### config.mk
export PLATFORM = sky130hd
export DESIGN_NAME = weight_loader_flat
export DESIGN_NICKNAME = d
export VERILOG_FILES = /design/src/rtl/weight_loader_if.sv /design/src/rtl/weight_loader.sv /design/src/flat_wrapper.sv
export SDC_FILE = /design/constraint.sdc
export NUM_CORES = 1
export LEC_CHECK = 0
export ABC_AREA = 1
export ABC_CLOCK_PERIOD_IN_PS = 2860
export CAP_MARGIN = 30
export CORE_ASPECT_RATIO = 1.75
export CORE_MARGIN = 2
export CORE_UTILIZATION = 59
export DETAILED_ROUTE_END_ITERATION = 8
export PLACE_DENSITY = 0.78
export SYNTH_ARGS = -nofsm -noshare
export SYNTH_HDL_FRONTEND = slang
export SYNTH_SLANG_ARGS = --single-unit
### constraint.sdc
create_clock -name clk -period 2.86 [get_ports clk]
set_clock_uncertainty 0.2 [all_clocks]
set_input_delay 0.572 -clock clk [delete_from_list [all_inputs] [get_ports clk]]
set_output_delay 0.572 -clock clk [all_outputs]
set_load 0.01 [all_outputs]
### src/rtl/weight_loader_if.sv
// Kernel-load bus: upstream weight stream plus the shared flush/weight bus to the PE buffers.
interface weight_loader_if #(
    parameter int DATA_WIDTH = 16,
    parameter int NUM_PE     = 4
);
    logic [DATA_WIDTH-1:0] s_data;
    logic                  s_valid;
    logic                  s_ready;
    logic [NUM_PE-1:0]     un_configed;
    logic [NUM_PE-1:0]     flush_kernel;
    logic [DATA_WIDTH-1:0] w_data;

    // Upstream handshake: a word moves on any cycle where s_valid && s_ready;
    // s_data must be held while s_valid is high and s_ready is low.
    modport master (
        input  s_data, s_valid, un_configed,
        output s_ready, flush_kernel, w_data
    );

    modport slave (
        output s_data, s_valid, un_configed,
        input  s_ready, flush_kernel, w_data
    );
endinterface

### src/rtl/weight_loader.sv
// Collects a kernel into a local FIFO, then strobes one PE and streams the kernel gaplessly.
// Optional feature: define WLOAD_REPLAY_EN to add the replay input (re-stream last kernel).
module weight_loader #(
    parameter int DATA_WIDTH   = 16,
    parameter int BUFFER_DEPTH = 16,
    parameter int NUM_PE       = 4
) (
    input  logic                      clk,
    input  logic                      rstn,
    input  logic                      start,
    input  logic [7:0]                kernel_size,
    input  logic [$clog2(NUM_PE)-1:0] pe_sel,
`ifdef WLOAD_REPLAY_EN
    input  logic                      replay,
`endif
    weight_loader_if.master           bus,
    output logic                      busy,
    output logic                      done,
    output logic                      err,
    output logic [2:0]                state_dbg
);
    localparam int AW = $clog2(BUFFER_DEPTH);
    localparam int CW = $clog2(BUFFER_DEPTH + 1);

    typedef enum logic [2:0] {
        IDLE   = 3'd0,
        FILL   = 3'd1,
        FLUSH  = 3'd2,
        GAP    = 3'd3,
        STREAM = 3'd4,
        DONE   = 3'd5
    } state_t;

    state_t                    state, next_state;
    logic [CW-1:0]             k_q, wr_cnt, rd_cnt;
    logic [$clog2(NUM_PE)-1:0] p_q;
    logic [DATA_WIDTH-1:0]     mem [BUFFER_DEPTH];
    logic [DATA_WIDTH-1:0]     w_data_q;
    logic                      err_q;
    logic                      start_ok, start_go, accept, reject;

    assign start_ok = (kernel_size != 8'd0) && (kernel_size <= 8'(BUFFER_DEPTH))
                      && bus.un_configed[pe_sel];
    assign start_go = (state == IDLE) && start && start_ok;
    assign accept   = (state == FILL) && bus.s_valid;

`ifdef WLOAD_REPLAY_EN
    logic loaded_q, replay_ok, replay_go;
    // Replay needs a completed load whose FIFO contents are still intact.
    assign replay_ok = loaded_q && bus.un_configed[pe_sel];
    assign replay_go = (state == IDLE) && !start && replay && replay_ok;
    assign reject    = (state == IDLE) && ((start && !start_ok) || (!start && replay && !replay_ok));
`else
    assign reject    = (state == IDLE) && start && !start_ok;
`endif

    always_ff @(posedge clk or negedge rstn) begin
        if (!rstn) state <= IDLE;
        else       state <= next_state;
    end

    always_comb begin
        next_state = state;
        case (state)
            IDLE: begin
                if (start_go) next_state = FILL;
`ifdef WLOAD_REPLAY_EN
                else if (replay_go) next_state = FLUSH;
`endif
            end
            FILL:    if (accept && (wr_cnt == k_q - 1'b1)) next_state = FLUSH;
            FLUSH:   next_state = GAP;
            GAP:     next_state = STREAM;
            STREAM:  if (rd_cnt == k_q) next_state = DONE;
            DONE:    next_state = IDLE;
            default: next_state = IDLE;
        endcase
    end

    always_comb begin
        bus.s_ready      = (state == FILL);
        bus.flush_kernel = '0;
        if (state == FLUSH) bus.flush_kernel = {{(NUM_PE-1){1'b0}}, 1'b1} << p_q;
        bus.w_data = w_data_q;
        busy       = (state != IDLE);
        done       = (state == DONE);
        err        = err_q;
        state_dbg  = state;
    end

    // rd_cnt counts words already loaded into w_data_q, so STREAM lasts exactly k_q cycles.
    always_ff @(posedge clk or negedge rstn) begin
        if (!rstn) begin
            k_q      <= '0;
            p_q      <= '0;
            wr_cnt   <= '0;
            rd_cnt   <= '0;
            w_data_q <= '0;
            err_q    <= 1'b0;
        end else begin
            err_q <= reject;
            if (start_go) begin
                k_q    <= kernel_size[CW-1:0];
                p_q    <= pe_sel;
                wr_cnt <= '0;
            end
`ifdef WLOAD_REPLAY_EN
            if (replay_go) p_q <= pe_sel;
`endif
            if (accept) wr_cnt <= wr_cnt + 1'b1;
            if (state == FLUSH) rd_cnt <= '0;
            if (next_state == STREAM) begin
                w_data_q <= mem[rd_cnt[AW-1:0]];
                rd_cnt   <= rd_cnt + 1'b1;
            end else begin
                w_data_q <= '0;
            end
        end
    end

`ifdef WLOAD_REPLAY_EN
    always_ff @(posedge clk or negedge rstn) begin
        if (!rstn)              loaded_q <= 1'b0;
        else if (start_go)      loaded_q <= 1'b0;
        else if (state == DONE) loaded_q <= 1'b1;
    end
`endif

    always_ff @(posedge clk) begin
        if (accept) mem[wr_cnt[AW-1:0]] <= bus.s_data;
    end
endmodule

### src/flat_wrapper.sv
// flat-port wrapper written by rule: the top's interface ports become plain ports
module weight_loader_flat 
#(
    parameter int DATA_WIDTH   = 16,
    parameter int BUFFER_DEPTH = 16,
    parameter int NUM_PE       = 4
)
  (clk, rstn, start, kernel_size, pe_sel, busy, done, err, state_dbg, bus_s_data, bus_s_valid, bus_un_configed, bus_s_ready, bus_flush_kernel, bus_w_data);
  weight_loader_if #(.DATA_WIDTH(DATA_WIDTH), .NUM_PE(NUM_PE)) bus_i ();
  input  logic clk;
  input  logic rstn;
  input  logic start;
  input  logic [7:0] kernel_size;
  input  logic [$clog2(NUM_PE)-1:0] pe_sel;
  output logic busy;
  output logic done;
  output logic err;
  output logic [2:0] state_dbg;
  input wire logic [$bits(bus_i.s_data)-1:0] bus_s_data;
  input wire logic [$bits(bus_i.s_valid)-1:0] bus_s_valid;
  input wire logic [$bits(bus_i.un_configed)-1:0] bus_un_configed;
  output wire logic [$bits(bus_i.s_ready)-1:0] bus_s_ready;
  output wire logic [$bits(bus_i.flush_kernel)-1:0] bus_flush_kernel;
  output wire logic [$bits(bus_i.w_data)-1:0] bus_w_data;
  assign bus_i.s_data = bus_s_data;
  assign bus_i.s_valid = bus_s_valid;
  assign bus_i.un_configed = bus_un_configed;
  assign bus_s_ready = bus_i.s_ready;
  assign bus_flush_kernel = bus_i.flush_kernel;
  assign bus_w_data = bus_i.w_data;
  weight_loader #(.DATA_WIDTH(DATA_WIDTH), .BUFFER_DEPTH(BUFFER_DEPTH), .NUM_PE(NUM_PE)) u_core (.clk(clk), .rstn(rstn), .start(start), .kernel_size(kernel_size), .pe_sel(pe_sel), .bus(bus_i), .busy(busy), .done(done), .err(err), .state_dbg(state_dbg));
endmodule
==> results by group <==
Timing
  – Final worst slack: between 0.1 and 0.15 ns
  – Final setup viols: 0
  – Final Cycle Share: between 90% and 100%
  – Fin crit period: between 2 and 3 ns
  – Setup TNS: 0 ns
  – Final hold violation count: 0
  – Max Fclk: around 0.37 GHz
  – Rel. slew slack: a little under half
  – Hold slack: about 0.37 ns
  – Slew @ Worst Pin: 0.807 ns
  – RSZ-0062 raised after global routing: false
  – Final Slew Violations: 0

Logic synthesis
  – Largest family of logic cells by synthesized area: simple AND/OR/NAND/NOR gates
  – Commonest cells in the netlist: nand2_1, edfxtp_1, nand3_1
  – Multiplexer share of the synthesized area: 0%
  – Adder-cell area share of the yosys netlist: less than 1%
  – Syn Area/Cell: 11.6 sq um
  – Synth warn: 0
  – Synthesized area: 12000 sq um
  – Ys flop type: edfxtp_1
  – Cell variety after synth: 32
  – Number of synthesized flops with an enable pin: ~260
  – Ys async rst share: around 13%
  – Synth area leaders: edfxtp_1, nand2_1, dfrtp_1
  – Mapped Nets: roughly 1100
  – Seq/Total Area, Yosys: a little under three quarters
  – Synth Instances: about 1000
  – Most common cell in the netlist: nand2_1
  – Area leader, netlist: edfxtp_1
  – Synth Register Bits: approximately 290
  – Simple-Gate Fraction of Synth Area: 21.0%
  – Xor/xnor cell area share of the yosys netlist: less than 1%
  – Post-synth top area share: between 60% and 70%
  – Synth Area in Compound Gates: ~3.0%

Clock tree
  – Clock Latency Late Sink: about 0.52 ns
  – Root Driver: clkbuf_16
  – TritonCTS clock tree: done
  – CTS max path bufs: 3
  – H-tree depth: 1
  – TritonCTS Buffers: 26
  – Clock sink count: 293
  – Clk slew on worst S/H paths: around 0.070 ns

Power
  – Power Total: roughly 11 mW
  – PD cells: 758 nW/um^2
  – Leak pwr: roughly 5.2 nW
  – VDD IR max: between 0.5 and 0.6 mV

Placed design
  – Placed instance count: 1326
  – DP Wirelength: between 15000 and 20000 um
  – PortBufs: 60
  – GPL Wtd Cong: just over 0.9
  – Dpl ws: approximately 0.27 ns

Global route
  – Vias in the first global route: 8026
  – Largest net degree at the start of global routing: about 100
  – First-pass GRT wire length: 44700 um
  – Initial antenna violation count: 0
  – Tot GR Track Use: 27.3%
  – Remaining Overflow, GRT: 0

Floorplan
  – CORE AREA: between 20000 and 25000 sq um
  – Area of the die: 21600 sq um
  – Num ports: 61
  – Width of the die: 112 um
  – Starting density of the core: between 50% and 60%
  – Die H: between 150 and 200 um
  – Num rows: 69

Critical path
  – Reg2reg end: u_core.rd_cnt[4]$_DFFE_PN0P_
  – CP endpoint kind: primary output
  – CP Max Fanout: 6
  – R2r startpoint: u_core.k_q[0]$_DFFE_PN0P_
  – Critical Path AT: 1.96 ns
  – Crit path max-delay cell type: clkdlybuf4s50_1
  – Reg2reg path depth: 12
  – R2R Setup Slk: just over 0.6 ns
  – CP max stage delay: between 0.5 and 0.6 ns
  – Required @ worst endpoint: roughly 2.1 ns
  – CP Cell Sequence: inv_2 -> nand3_2 -> nor3_1 -> clkdlybuf4s50_1
  – Crit path launch type: register
  – CP Class: register to primary output

Detailed routing
  – WL/cell: ~21 um
  – Via density per instance: approximately 5.9
  – DRC violations left: 0
  – ANT nets after route: 0
  – Via count: just over 8000
  – Initial DRT Pass Iterations: 7
  – DRT Wirelength: between 20000 and 30000 um
  – Initial DRC Count: 787

Cells and area
  – Area Growth Syn to Fin: 15.7%
  – Post-route insts no fill: roughly 1400
  – Layout cells sized above 1: a little over a tenth
  – Nets: around 1100
  – ANT cells: 0

Hold path
  – Worst hold stages: 1
  – Hold Crit Start: u_core.wr_cnt[4]$_DFFE_PN0P_
  – Hold EP: u_core.wr_cnt[4]$_DFFE_PN0P_
  – Hold Crit Class: register to register

Run
  – Maxcap violations: 0

Status
  – Status: completed
[through the flow]
step	area, sq um	util, %
2_1_floorplan	12000	-
3_3_place_gp	13100	65.0
3_5_place_dp	13100	65.0
4_1_cts	13900	69.1
5_1_grt	13900	69.2
6_report	13900	69.2
[flip-flops by register name, indices dropped and copies added (netlist names)]
| register | count |
|---|---|
| u_core.mem | 256 |
| u_core.bus.w_data | 16 |
| u_core.k_q | 5 |
| u_core.rd_cnt | 5 |
| u_core.wr_cnt | 5 |
| u_core.state_dbg | 3 |
| u_core.p_q | 2 |
| u_core.err | 1 |
[power breakdown]
group	switching [mW]	internal (mW)	leakage, nW
clock network	1.46	1.90	0.395
registers	0.142	4.82	2.75
logic	1.54	0.677	2.05
[critical path, delay by kind of cell, from the launching register on]
family,cells,cell delay (ns)
buffers and inverters,2,0.69
DFF,1,0.40
and+or+nand+nor,2,0.35
[area by class of cell]
| class | instances | area [sq um] |
|---|---|---|
| clock buffer | 32 | 694 |
| clock inverter | 13 | 123 |
| fill | 1401 | 6200 |
| inverter | 32 | 121 |
| multi-input combinational | 656 | 3060 |
| sequential | 293 | 8620 |
| tap | 248 | 310 |
| timing repair buffer | 98 | 983 |
[worst max-delay path by stage]
stage                                   from  cells after the start                            to  slack, ns
5_1_grt        u_core.state_dbg[2]$_DFF_PN0_                      4           bus_flush_kernel[0]       0.02
4_1_cts        u_core.state_dbg[0]$_DFF_PN0_                      4           bus_flush_kernel[1]       0.05
2_1_floorplan  u_core.state_dbg[1]$_DFF_PN0_                      9  u_core.wr_cnt[4]$_DFFE_PN0P_       0.50
3_5_place_dp                     bus_s_valid                      7   u_core.mem[10][6]$_DFFE_PP_       0.27
3_3_place_gp                     bus_s_valid                      7    u_core.mem[7][5]$_DFFE_PP_       0.34
6_report       u_core.state_dbg[2]$_DFF_PN0_                      4           bus_flush_kernel[0]       0.13
[cell families after synthesis]
family          count (synthesis)
compound gates                 63
xor+xnor                        5
fa+ha+maj                       6
buf+inv                        90
flops                         293
simple gates                  582
[metal layers]
| metal | track usage (%) | wire length [um] | share of wire, % |
|---|---|---|---|
| met2 | 49.2 | 15200 | 53 |
| met5 | 0 | 0 | 0 |
| met1 | 32.3 | 9930 | 34 |
| met4 | 14.3 | 1730 | 6.0 |
| met3 | 3.05 | 2050 | 7.1 |
[timing repair]
| item | in CTS | in global routing |
|---|---|---|
| hold endpoints to repair | 26 | 0 |
| gates resized for setup | 1 | 2 |
| pin swaps | 0 | 0 |
| hold buffers | 1 | 0 |
| setup endpoints to repair | 3 | 3 |
| setup buffers | 0 | 0 |
[cells in the final DEF (no fill, tap or decap), types with 23 or more instances in the layout]
cell             instances
nand3_1                168
nand2_1                343
clkdlybuf4s50_1         59
clkbuf_16               27
inv_1                   24
a31oi_1                 26
o21ai_0                 23
nor2_1                  27
dfrtp_1                 35
buf_4                   29
edfxtp_1               256
Power figures use the tool's default switching activity.
